## src/rtl/bus_mem_ctrl.sv

```systemverilog
// -----------------------------------------------------------------------------
// bus_mem_ctrl
//
// Bridge between the core's request/acknowledge data bus and a single-port
// synchronous RAM.  A byte/half/word request is checked against the RAM
// address window and its alignment rules.  Good requests become one RAM
// access (chip select, write enable, byte enables, lane-replicated write
// data).  Reads wait RD_LAT cycles for RAM data and return it shifted down to
// bit 0 and zero-extended to the access size.  Every request, good or bad,
// finishes with a one-cycle acknowledge.  A bad request sets o_err and never
// touches the RAM.
//
// Parameters
//   BASE_ADDR  byte address of RAM word 0 (4-byte aligned)
//   MEM_DEPTH  RAM depth in 32-bit words (power of two, >= 2)
//   RD_LAT     cycles from the read chip select to valid i_rd_data (0..3)
//   AW         RAM word-address width, derived from MEM_DEPTH
//
// Ports
//   i_clk, i_rst             clock, asynchronous active-high reset
//   i_bus_en                 request valid, held with its fields until o_ack
//   i_wr_rd                  1 = write, 0 = read
//   i_addr, i_size           byte address; size 00 byte, 01 half, 10 word
//   i_wr_data                right-justified write data
//   o_ack, o_err             completion pulse and fault flag
//   o_rd_data                aligned read data, valid with o_ack
//   o_cs, o_wr_en, o_b_en    RAM chip select, write enable, byte enables
//   o_addr, o_wr_data        RAM word address, lane-replicated write data
//   i_rd_data                RAM read data
// -----------------------------------------------------------------------------
module bus_mem_ctrl #(
   parameter logic [31:0] BASE_ADDR = 32'h8000_0000,
   parameter int          MEM_DEPTH = 4096,
   parameter int          RD_LAT    = 2,
   parameter int          AW        = $clog2(MEM_DEPTH)
) (
   input  logic          i_clk,
   input  logic          i_rst,
   input  logic          i_bus_en,
   input  logic          i_wr_rd,
   input  logic [31:0]   i_addr,
   input  logic [1:0]    i_size,
   input  logic [31:0]   i_wr_data,
   output logic          o_ack,
   output logic          o_err,
   output logic [31:0]   o_rd_data,
   output logic          o_cs,
   output logic          o_wr_en,
   output logic [3:0]    o_b_en,
   output logic [AW-1:0] o_addr,
   output logic [31:0]   o_wr_data,
   input  logic [31:0]   i_rd_data
);

   // Window size in bytes; 33 bits so a 4 GiB window cannot wrap to zero.
   localparam logic [32:0] WIN_BYTES = 33'(MEM_DEPTH) * 33'd4;
   localparam logic [1:0]  LAT_CNT   = 2'(RD_LAT);
   localparam bit          LAT_ZERO  = (RD_LAT == 0);

   typedef enum logic [1:0] {
      IDLE    = 2'd0,
      RD_WAIT = 2'd1,
      RESP    = 2'd2
   } state_t;

   state_t         state_reg, state_next;
   logic [1:0]     cnt_reg, cnt_next;
   logic [AW-1:0]  addr_reg;
   logic [1:0]     off_reg;
   logic [1:0]     size_reg;
   logic           wr_reg;
   logic           err_reg;
   logic [31:0]    wdata_reg;

   logic [31:0]    rel_addr;
   logic           req_fault;
   logic           accept;
   logic           rd_valid;
   logic [31:0]    rd_shift;
   logic [3:0]     be_lanes;
   logic [31:0]    wdata_lanes;
   logic [31:0]    rdata_lanes;

   // Request decode.  The window test works on the unsigned difference, so an
   // address just below BASE_ADDR wraps to a huge offset and faults as well.
   always_comb begin
      rel_addr  = i_addr - BASE_ADDR;
      req_fault = (i_size == 2'b11)
               || (i_size == 2'b01 && i_addr[0])
               || (i_size == 2'b10 && i_addr[1:0] != 2'b00)
               || ({1'b0, rel_addr} >= WIN_BYTES);
   end

   assign accept = (state_reg == IDLE) && i_bus_en;

   always_ff @(posedge i_clk or posedge i_rst) begin
      if (i_rst) begin
         state_reg <= IDLE;
         cnt_reg   <= 2'd0;
         addr_reg  <= '0;
         off_reg   <= 2'd0;
         size_reg  <= 2'd0;
         wr_reg    <= 1'b0;
         err_reg   <= 1'b0;
         wdata_reg <= 32'd0;
      end else begin
         state_reg <= state_next;
         cnt_reg   <= cnt_next;
         if (accept) begin
            addr_reg  <= rel_addr[AW+1:2];
            off_reg   <= i_addr[1:0];
            size_reg  <= i_size;
            wr_reg    <= i_wr_rd;
            err_reg   <= req_fault;
            wdata_reg <= i_wr_data;
         end
      end
   end

   always_comb begin
      state_next = state_reg;
      cnt_next   = cnt_reg;
      o_ack      = 1'b0;
      o_err      = 1'b0;
      o_cs       = 1'b0;
      o_wr_en    = 1'b0;
      rd_valid   = 1'b0;
      case (state_reg)
         IDLE: begin
            if (i_bus_en) begin
               // Writes and faults complete in the next cycle; so does a read
               // when the RAM returns data combinationally.
               if (req_fault || i_wr_rd || LAT_ZERO) begin
                  state_next = RESP;
               end else begin
                  state_next = RD_WAIT;
                  cnt_next   = LAT_CNT;
               end
            end
         end
         RD_WAIT: begin
            // The counter still holds its load value only in the first cycle,
            // which is the one cycle the read strobe is issued.
            o_cs = (cnt_reg == LAT_CNT);
            if (cnt_reg <= 2'd1) begin
               state_next = RESP;
               cnt_next   = 2'd0;
            end else begin
               cnt_next = cnt_reg - 2'd1;
            end
         end
         RESP: begin
            o_ack      = 1'b1;
            o_err      = err_reg;
            o_cs       = !err_reg && (wr_reg || LAT_ZERO);
            o_wr_en    = !err_reg && wr_reg;
            rd_valid   = !err_reg && !wr_reg;
            state_next = IDLE;
         end
         default: begin
            state_next = IDLE;
         end
      endcase
   end

   assign rd_shift = i_rd_data >> {off_reg, 3'b000};

   // Per byte lane: enable, replicated write byte and read-data keep mask.
   for (genvar gi = 0; gi < 4; gi++) begin : g_lane
      localparam logic [1:0] LANE = 2'(gi);
      logic lane_keep;

      assign be_lanes[gi] = (size_reg == 2'b00 && off_reg == LANE)
                         || (size_reg == 2'b01 && off_reg[1] == LANE[1])
                         || (size_reg == 2'b10);

      assign wdata_lanes[8*gi +: 8] =
         (size_reg == 2'b00) ? wdata_reg[7:0] :
         (size_reg == 2'b01) ? (LANE[0] ? wdata_reg[15:8] : wdata_reg[7:0]) :
                               wdata_reg[8*gi +: 8];

      // Zero-extension: only the low 1, 2 or 4 lanes survive the shift.
      assign lane_keep = (size_reg == 2'b00 && LANE == 2'd0)
                      || (size_reg == 2'b01 && !LANE[1])
                      || (size_reg == 2'b10);

      assign rdata_lanes[8*gi +: 8] = (rd_valid && lane_keep) ? rd_shift[8*gi +: 8] : 8'h00;
   end

   // RAM-side fields are forced to zero whenever the RAM is not selected.
   assign o_b_en    = o_cs ? be_lanes    : 4'b0000;
   assign o_addr    = o_cs ? addr_reg    : '0;
   assign o_wr_data = o_cs ? wdata_lanes : 32'd0;
   assign o_rd_data = rdata_lanes;

endmodule

```

## config.mk

```make
export PLATFORM = sky130hd
export DESIGN_NAME = bus_mem_ctrl
export DESIGN_NICKNAME = d
export VERILOG_FILES = /design/src/rtl/bus_mem_ctrl.sv
export SDC_FILE = /design/constraint.sdc
export NUM_CORES = 1
export LEC_CHECK = 0
export ABC_CLOCK_PERIOD_IN_PS = 2080
export CORE_MARGIN = 1
export CORE_UTILIZATION = 25
export CTS_CLUSTER_SIZE = 40
export DETAILED_ROUTE_END_ITERATION = 8
export DONT_BUFFER_PORTS = 1
export GPL_ROUTABILITY_DRIVEN = 0
export PLACE_DENSITY = 0.38
export SYNTH_ARGS = -nofsm -noshare
export SYNTH_HDL_FRONTEND = slang
export SYNTH_SLANG_ARGS = --single-unit
```

## constraint.sdc

```tcl
create_clock -name i_clk -period 2.08 [get_ports i_clk]
set_input_delay 0.416 -clock i_clk [delete_from_list [all_inputs] [get_ports i_clk]]
set_output_delay 0.416 -clock i_clk [all_outputs]
set_load 0.02 [all_outputs]
```

==> results of run 1 <==
## cells in the final DEF, fill, tap and decap left out, types with 2 or more instances in the layout
| cell type | count |
|---|---|
| buf_4 | 62 |
| dfrtp_1 | 51 |
| mux2_2 | 49 |
| nor2_1 | 45 |
| mux2i_1 | 32 |
| and2_4 | 28 |
| a21oi_1 | 21 |
| buf_6 | 13 |
| nand2_1 | 12 |
| o21ai_0 | 10 |
| nor2_4 | 10 |
| nor2b_1 | 10 |
| a211oi_1 | 8 |
| a211oi_2 | 8 |
| clkbuf_16 | 8 |
| buf_12 | 8 |
| a21oi_2 | 5 |
| inv_1 | 4 |
| inv_2 | 4 |
| nor4_2 | 3 |
| ha_4 | 3 |
| dfrtp_2 | 3 |
| o21a_1 | 2 |
| and2_1 | 2 |
| o21a_4 | 2 |
| nor2_2 | 2 |
| nor3_1 | 2 |
| o2bb2ai_1 | 2 |
| ha_1 | 2 |
| ha_2 | 2 |
| buf_8 | 2 |
## synth_stat cells, types with 2 or more instances
cell type / count / area share
a211oi_1: 16 / 0.034
a21oi_1: 26 / 0.037
and2_1: 30 / 0.054
buf_1: 7 / 0.0075
buf_2: 3 / 0.0043
clkbuf_1: 14 / 0.015
dfrtp_1: 54 / 0.39
ha_1: 7 / 0.025
inv_1: 9 / 0.0097
mux2_2: 49 / 0.16
mux2i_1: 32 / 0.092
nand2_1: 15 / 0.016
nor2_1: 57 / 0.061
nor2b_1: 11 / 0.020
nor3_1: 2 / 0.0029
nor4_2: 3 / 0.011
o21a_1: 4 / 0.0086
o21ai_0: 11 / 0.016
o2bb2ai_1: 2 / 0.0050
## worst register-to-register path: stages, from the launching register on
cell	delay, ps
dfrtp_1	390
inv_2	80
buf_4	110
ha_1	250
nand2_2	100
or3_1	390
o32ai_1	260
o211ai_1	130
## metrics by stage
stage	total power, mW	setup slack [ps]	hold slack [ps]	cells	util
6_report	6.731	-122.4	51.81	615	0.3695
4_1_cts	6.389	-149.1	59.51	602	0.3496
3_3_place_gp	5.282	62.03	383.8	590	0.3213
5_1_grt	7.229	-220.4	72.75	615	0.3695
3_5_place_dp	5.313	-13.00	384.0	590	0.3213
2_1_floorplan	4.228	-3.325	470.6	367	-
## cell type report
class / count / area, um^2
multi-input combinational: 280 / 2320
sequential: 54 / 1355
fill: 1361 / 8449
timing repair buffer: 88 / 877.1
tap: 176 / 220.2
clock inverter: 2 / 13.76
clock buffer: 6 / 128.9
inverter: 9 / 36.28
## routing by layer
metal	vias up	wire, um	track usage
li1	1416	-	-
met1	1468	4685	0.1815
met2	109	5375	0.2432
met3	7	857	0.04230
met4	0	83	0.03281
met5	-	0	0
## power breakdown
group	internal [mW]	total (mW)	switching [mW]	leakage (nW)
clock network	0.448	0.840	0.392	0.0708
registers	1.56	2.01	0.441	0.628
logic	1.94	3.89	1.94	1.38
total	3.95	6.73	2.78	2.08
## kinds of logic after synthesis
family	share of synthesized area
and+or+nand+nor	0.1839
muxes	0.2504
DFF	0.3879
buffers and inverters	0.03664
AOI/OAI and AO/OA	0.1160
adders and majority gates	0.02514
## repair_timing
| action | CTS | global route |
|---|---|---|
| setup endpoints to repair | 81 | 81 |
| setup buffers | 4 | 9 |
| resized for setup | 91 | 33 |
| cloned | 0 | 4 |
| pin swaps | 28 | 14 |
## final timing paths
kind / startpoint / endpoint / slack [ps] / cells past startpoint
setup / recovery: state_reg[1]$_DFFE_PP0P_ / o_wr_data[8] / -120 / 6
hold / removal: i_rst / addr_reg[0]$_DFFE_PP0P_ / 50 / 2
setup reg to reg: state_reg[0]$_DFFE_PP0P_ / cnt_reg[1]$_DFFE_PP0P_ / 230 / 7
hold reg to reg: wdata_reg[31]$_DFFE_PP0P_ / wdata_reg[31]$_DFFE_PP0P_ / 510 / 1
max in group asynchronous: i_rst / size_reg[0]$_DFFE_PP0P_ / 1760 / 2
min in group i_clk: i_addr[3] / addr_reg[1]$_DFFE_PP0P_ / 260 / 1
==> flow_summary_export.csv, run 1 <==
group,metric,value,unit
floorplan,die_area,0.01441,mm^2
sta,worst_slack,-122.4,ps
detailed_routing,drt_iter0_markers,101,
critical_path,crit_path_top_delay_cell,"dfrtp_2",
detailed_routing,postRouteAntennaNets,0,
critical_path,crit_family,"flip-flops",
logic_synthesis,ys_warn_count,0,
grt,track_usage,0.1447,
sta,finalCriticalPeriod,2202,ps
clock_tree,cts_max_level,2,
finish,synthToLayoutAreaGrowth,42.13,%
logic_synthesis,syn_area_per_cell,9.491,um^2
floorplan,pin_count,186,
worst_hold_path,hold_path_class,"in -> async",
sta,slew_violations,0,
logic_synthesis,ys_seq_area_frac,0.3879,
grt,grt_pass1_vias,3052,
sta,fin_skew,6.398,ps
critical_path,max_stage_delay,440,ps
detailed_routing,drt_wl_total,11000,um
critical_path,critical_path_class,"reg -> out",
clock_tree,clk_path_buf_depth,2,
finish,largest_register_ffs,32,
sta,max_slew.worst_pin.slew,373.5,ps
placed_design,dpl_cell_area,0.004305,mm^2
finish,fin_nets,547,
sta,relSlewSlack,0.7438,
logic_synthesis,synth_edf_count,0,
detailed_routing,vias_per_cell,4.878,
finish,drive_gt1_frac,0.5080,
critical_path,critPathLaunchType,"register",
sta,final.setup.tns,-6521,ps
power_and_ir_drop,power_density,1359,mW/mm^2
run_status,failed_checks,"setup timing",
logic_synthesis,synth_nets,476,
logic_synthesis,synth_cells,367,
floorplan,die_x,120.0,um
sta,period_share,1.059,
flow_run,cap_viol_max_count,0,
power_and_ir_drop,ir_worst_vdd,0.0006331,V
power_and_ir_drop,p_leak,2.084,nW
grt,grt_start_max_net_pins,55,
floorplan,die_h,120.0,um
grt,grt-ovfl-total,0,
clock_tree,numCtsBuffers,5,
critical_path,cp-end-kind,"output pin",
clock_tree,cts_hold_buffers,0,
logic_synthesis,ys.flop_type,"dfrtp_1",
logic_synthesis,async_flop_share,1.000,
logic_synthesis,syn_area,0.003483,mm^2
clock_tree,root_buffer,"clkbuf_16",
detailed_routing,firstDrtPassIters,4,
clock_tree,clkSlewWorstSetupHoldPaths,70,ps
floorplan,core,0.01340,mm^2
floorplan,initial_utilization,0.2599,
critical_path,critPathBufInv,2,
critical_path,worstPathRequired,1660,ps
placed_design,hpwlAfterDp,7499,um
grt,antenna_found_initial,0,
critical_path,path_cells,"ha_4, and3b_2, o21ai_4, buf_12, nor2_1, buf_4",
floorplan,rows,42,
detailed_routing,vias,3000,
grt,grt_pass1_wl,16400,um
critical_path,crit_fanout,26,
logic_synthesis,yosys_register_bits,54,
sta,hold_viol,0,
critical_path,crit_arrival,1790,ps
clock_tree,numClockSinks,54,
detailed_routing,drc,0,
sta,max_freq,0.4540,GHz
placed_design,io_buffers,0,
clock_tree,clk_latency,290,ps
sta,setup_viol,74,
logic_synthesis,synthDistinctLibCells,34,
finish,fin_area,0.004951,mm^2
finish,num_antenna_cells,0,
run_status,outcome,"finished with violations",
clock_tree,cts_tree,"done",
sta,rsz0062_at_grt,"true",
detailed_routing,post_drt_wl_per_cell,17.89,um
Power figures use the tool's default switching activity.
==> inputs of run 2 (changes only) <==
Settings changed: ABC_CLOCK_PERIOD_IN_PS 2080 to 2000, CTS_CLUSTER_DIAMETER from default to 120, PLACE_DENSITY 0.38 to 0.4, RECOVER_POWER from default to 50.
Clock period 2.08 ns to 2 ns, I/O delays scaled along.
==> run 2 against run 1 <==
Net effect:
- the flow still finishes with violations (setup timing)
- wire length shrank 4.6%
- sequential share of layout area grew 0.54 points
- sequential power is essentially flat
- critical endpoint is now o_addr[2]
- total power grew 1.4%
- critical path type unchanged
- utilization shrank 0.78 points
- cell area shrank 2.1%
- via count shrank 0.67%
- clock power is essentially flat
==> flow_summary_export.csv, run 2 (same netlist as run 1, synthesis figures left out) <==
group,metric,value,unit
clock_tree,root_buffer,"clkbuf_16",
detailed_routing,drc,0,
sta,slew_violations,0,
finish,final_cell_mix,"59 x buf_4, 53 x dfrtp_1, 49 x mux2_2",
clock_tree,cts_tree,"done",
critical_path,crit_start,"state_reg[1]$_DFFE_PP0P_",
floorplan,core,0.01340,mm^2
power_and_ir_drop,ir_worst_vdd,0.0005061,V
sta,setup_viol,81,
detailed_routing,drt_iter0_markers,95,
detailed_routing,firstDrtPassIters,4,
critical_path,cp-end-kind,"output pin",
finish,largest_register_ffs,32,
power_and_ir_drop,power_density,1409,mW/mm^2
clock_tree,numClockSinks,54,
sta,hold_viol,0,
floorplan,pin_count,186,
finish,stdcell_count,609,
run_status,failed_checks,"setup timing",
floorplan,rows,42,
grt,grt_start_max_net_pins,55,
finish,synthToLayoutAreaGrowth,39.12,%
detailed_routing,postRouteAntennaNets,0,
clock_tree,numCtsBuffers,5,
finish,nFillCells,1383,
clock_tree,clk_path_buf_depth,2,
grt,grt_pass1_wl,16170,um
sta,finalCriticalPeriod,2188,ps
clock_tree,cts_max_level,2,
sta,rsz0062_at_grt,"true",
critical_path,worstPathRequired,1600,ps
floorplan,initial_utilization,0.2599,
placed_design,hpwlAfterDp,7639,um
sta,worst_slack,-188.3,ps
critical_path,critical_path_class,"reg -> out",
clock_tree,clk_latency,290,ps
finish,fin_nets,542,
sta,timing.hold.ws,256.2,ps
critical_path,r2r-end,"wdata_reg[15]$_DFFE_PP0P_",
run_status,outcome,"finished with violations",
detailed_routing,drt_wl_total,10490,um
finish,drive_gt1_frac,0.4965,
sta,max_freq,0.4570,GHz
detailed_routing,post_drt_wl_per_cell,17.23,um
grt,grt-ovfl-total,0,
flow_run,cap_viol_max_count,0,
grt,grt_pass1_vias,3049,
sta,period_share,1.094,
power_and_ir_drop,p_leak,2.027,nW
critical_path,crit_fanout,11,
critical_path,r2r_cells,6,
clock_tree,clkSlewWorstSetupHoldPaths,70,ps
floorplan,die_x,120.0,um
sta,final.setup.tns,-11290,ps
finish,num_antenna_cells,0,
critical_path,r2r_setup_slack,30,ps
placed_design,io_buffers,0,
finish,final_common_cell,"buf_4",
critical_path,crit_arrival,1790,ps
detailed_routing,vias_per_cell,4.893,
critical_path,endpoint,"o_addr[2]",
detailed_routing,vias,2980,
critical_path,r2r_start,"state_reg[0]$_DFFE_PP0P_",
sta,fin_skew,6.537,ps
sta,relSlewSlack,0.06368,
worst_hold_path,min_from,"i_wr_data[18]",
floorplan,die_area,0.01441,mm^2
placed_design,place_inst,594,
grt,track_usage,0.1428,
worst_hold_path,hold_path_class,"in -> reg",
placed_design,place_worst_setup_slack,-25.42,ps
grt,antenna_found_initial,0,
floorplan,die_h,120.0,um
critical_path,critPathLaunchType,"register",
sta,max_slew.worst_pin.slew,1404,ps
==> run 2: through the flow <==
step / utilization / total power, mW / area (um^2)
final: 0.3616 / 6.827 / 4846
after global routing: 0.3616 / 7.341 / 4846
after CTS: 0.3472 / 6.605 / 4652
after detailed placement: 0.3231 / 5.499 / 4329
after global placement: 0.3231 / 5.440 / 4329
after floorplan: - / 4.423 / 3580
==> run 2: what timing repair did <==
action,CTS,global route
hold buffers,0,0
gates resized for setup,69,44
gates cloned,1,1
pin swaps,16,20
buffers inserted,3,3
setup endpoints to repair,81,82
==> run 2: how the worst min path moves through the flow <==
stage | end | slack (ps) | cells past startpoint
3_3_place_gp | addr_reg[0]$_DFFE_PP0P_ | 370 | 2
6_report | wdata_reg[18]$_DFFE_PP0P_ | 260 | 1
5_1_grt | addr_reg[0]$_DFFE_PP0P_ | 240 | 1
4_1_cts | addr_reg[0]$_DFFE_PP0P_ | 50 | 2
2_1_floorplan | addr_reg[10]$_DFFE_PP0P_ | 470 | 1
3_5_place_dp | addr_reg[0]$_DFFE_PP0P_ | 370 | 2
==> run 2: power by group <==
part | leakage (nW) | internal, mW | switching, mW
Sequential | 0.630 | 1.62 | 0.415
Clock | 0.0701 | 0.460 | 0.383
Combinational | 1.33 | 1.89 | 2.06
Total | 2.03 | 3.97 | 2.86
==> run 2: worst max-delay path, cell delays in order (launching register included) <==
cell and delay, ps:
dfrtp_1 430, ha_4 180, and3b_2 230, o21ai_4 230, inv_4 90, buf_16 160
and2_4 180
==> run 2: metal layers <==
layer	part of all wire	up-vias	routed length [um]	global-route usage
met5	0	-	0	0
met4	0.0043	0	45	0.02813
met1	0.42	1456	4372	0.1714
li1	-	1409	-	-
met2	0.50	113	5283	0.2522
met3	0.075	2	792	0.04040
==> run 2: final cells by class <==
type                    count  area (um^2)  share of cell area
clock inverters             2        13.76            0.002840
flip-flops and latches     54         1353              0.2791
repair buffers             83        775.7              0.1601
inverters                   9        36.28            0.007488
well taps                 176        220.2             0.04544
clock buffers               5        125.1             0.02582
multi-input cells         280         2322              0.4792
==> inputs of run 3 (changes only) <==
Settings changed: ABC_AREA from default to 1, CORE_UTILIZATION 25 to 35, PLACE_DENSITY 0.4 to 0.51.
==> run 3 against run 2 <==
Net effect:
- the run still ends with setup timing left
- clock power fell by 8.9%
- wire length up 6.5%
- worst setup slack got worse by 100 ps
- global-route usage is 7.2 points higher
- cell area up 9.9%
- critical path depth is 3 higher
- via count is 22% higher
- sequential cell count stayed put
- largest power group unchanged
==> flow_summary_export.csv, run 3 <==
group,metric,value,unit
finish,largest_register_ffs,32,
flow_run,cap_viol_max_count,0,
critical_path,crit_path_top_delay_cell,"dfrtp_1",
grt,grt_pass1_vias,3574,
critical_path,worstPathRequired,1600,ps
finish,fin_area,0.005325,mm^2
sta,max_freq,0.4366,GHz
sta,worst_slack,-290.4,ps
logic_synthesis,syn_area_per_cell,6.736,um^2
critical_path,crit_fanout,7,
sta,relSlewSlack,0.09755,
finish,synthToLayoutAreaGrowth,56.24,%
finish,fin_nets,708,
logic_synthesis,syn_area,0.003408,mm^2
detailed_routing,drt_wl_total,11170,um
sta,timing.hold.ws,183.7,ps
clock_tree,cts_max_level,2,
power_and_ir_drop,ir_worst_vdd,0.0005105,V
grt,grt_start_max_net_pins,68,
logic_synthesis,yosysMostFrequentCell,"nand2_1",
grt,antenna_found_initial,0,
floorplan,rows,35,
worst_hold_path,hold_path_class,"in -> reg",
finish,drive_gt1_frac,0.3650,
sta,rsz0062_at_grt,"true",
detailed_routing,postRouteAntennaNets,0,
placed_design,place_worst_setup_slack,-16.39,ps
logic_synthesis,ys.flop_type,"dfrtp_1",
floorplan,die_x,100.7,um
power_and_ir_drop,power_density,1095,mW/mm^2
floorplan,pin_count,186,
critical_path,max_stage_delay,440,ps
sta,finalCriticalPeriod,2290,ps
clock_tree,numCtsBuffers,5,
sta,setup_viol,80,
finish,utilization,0.5709,
logic_synthesis,synth_cells,506,
grt,track_usage,0.2150,
grt,grt_pass1_wl,17310,um
clock_tree,clkSlewWorstSetupHoldPaths,110,ps
run_status,outcome,"finished with violations",
floorplan,die_h,100.7,um
detailed_routing,vias,3628,
detailed_routing,post_drt_wl_per_cell,15.32,um
detailed_routing,vias_per_cell,4.977,
finish,multi_input_area,0.002297,mm^2
floorplan,core,0.009328,mm^2
logic_synthesis,synth_edf_count,0,
finish,final_common_cell,"nand2_1",
logic_synthesis,synth_top_area_share,0.3965,
grt,grt-ovfl-total,0,
detailed_routing,drt_iter0_markers,127,
critical_path,path_cells,"inv_2, ha_4, buf_12, nand2_4, nor2_4, buf_6, o21ai_1, a31oi_1, buf_4",
clock_tree,root_buffer,"clkbuf_8",
sta,fin_skew,16.72,ps
placed_design,io_buffers,0,
logic_synthesis,ys_top_cells_by_area,"dfrtp_1 40%, nand2_1 17%, nor2_1 8.0%",
critical_path,crit_arrival,1890,ps
sta,final.setup.tns,-15110,ps
logic_synthesis,ys_warn_count,0,
floorplan,initial_utilization,0.3654,
logic_synthesis,synth_nets,615,
logic_synthesis,async_flop_share,1.000,
clock_tree,clk_latency,310,ps
finish,nFillCells,861,
detailed_routing,drc,0,
sta,slew_violations,0,
power_and_ir_drop,p_leak,2.419,nW
clock_tree,clk_path_buf_depth,2,
clock_tree,numClockSinks,54,
logic_synthesis,yosysTopAreaCell,"dfrtp_1",
placed_design,dpl_cell_area,0.004320,mm^2
logic_synthesis,yosys_register_bits,54,
critical_path,r2r_setup_slack,330,ps
detailed_routing,firstDrtPassIters,5,
clock_tree,cts_tree,"done",
logic_synthesis,ys_seq_area_frac,0.3965,
logic_synthesis,synth_common_cells,"155 x nand2_1, 73 x nor2_1, 54 x dfrtp_1",
critical_path,critPathLaunchType,"register",
sta,max_slew.worst_pin.slew,1354,ps
sta,period_share,1.145,
sta,hold_viol,0,
critical_path,critical_path_class,"reg -> out",
finish,register_area,0.001355,mm^2
floorplan,die_area,0.01014,mm^2
run_status,failed_checks,"setup timing",
logic_synthesis,synthDistinctLibCells,25,
critical_path,cp-end-kind,"output pin",
placed_design,hpwlAfterDp,7523,um
finish,num_antenna_cells,0,
finish,final_cell_mix,"151 x nand2_1, 55 x buf_4, 51 x dfrtp_1",
## run 3: kinds of logic (layout without fill, tap and decap cells)
logic type	count (synthesis)	in the layout	synth area share
simple gates	247	248	0.2863
compound gates	107	107	0.1707
buf+inv	85	178	0.1032
flops	54	54	0.3965
fa+ha+maj	7	7	0.02570
mux	6	6	0.01762
## run 3: repair_timing
item                       in CTS  in global routing
buffers inserted               15                  5
setup endpoints to repair      81                 81
gates resized for setup       136                 49
hold endpoints to repair        0                  0
cloned                          4                  1
pin swaps                      18                 10
hold buffers                    0                  0
## run 3: power breakdown
| group | internal, mW | switching [mW] |
|---|---|---|
| sequential | 1.59 | 0.325 |
| clock | 0.380 | 0.388 |
| combinational | 1.14 | 2.02 |
| total | 3.10 | 2.73 |
## run 3: final cells by class
type | count | share of cell area
clock buffers | 5 | 0.01292
clock inverters | 3 | 0.008929
inverters | 57 | 0.04394
multi-input cells | 368 | 0.4314
flip-flops and latches | 54 | 0.2545
well taps | 129 | 0.03031
repair buffers | 113 | 0.2180
## run 3: worst paths after layout
path,from,end,cells after the start
max in group asynchronous,i_rst,off_reg[0]$_DFFE_PP0P_,2
worst max-delay path,state_reg[0]$_DFFE_PP0P_,o_rd_data[8],9
worst min-delay path,i_wr_data[11],wdata_reg[11]$_DFFE_PP0P_,2
worst min register to register,wdata_reg[24]$_DFFE_PP0P_,wdata_reg[24]$_DFFE_PP0P_,2
worst max register to register,state_reg[0]$_DFFE_PP0P_,wdata_reg[15]$_DFFE_PP0P_,7
min in group asynchronous,i_rst,wdata_reg[21]$_DFFE_PP0P_,2
## run 3: layer usage
metal	wire (um)	track usage	part of all wire
met5	0	0	0
met4	51	0.03233	0.0046
met3	783	0.05062	0.070
met2	5751	0.3941	0.51
met1	4584	0.2598	0.41
## run 3: worst max-delay path: cells and delay by family (launching register included)
| family | cells | cell delay (ps) |
|---|---|---|
| buffers and inverters | 4 | 540 |
| flip-flops | 1 | 440 |
| AO/OA/AOI/OAI | 2 | 270 |
| adder cells (fa/ha/maj) | 1 | 180 |
| AND/OR/NAND/NOR | 2 | 160 |
## run 3: per-stage QoR
step           power, mW  cells
6_report           5.833    729
5_1_grt            6.320    729
4_1_cts            5.572    724
3_5_place_dp       4.451    698
3_3_place_gp       4.407    698
2_1_floorplan      3.717    506
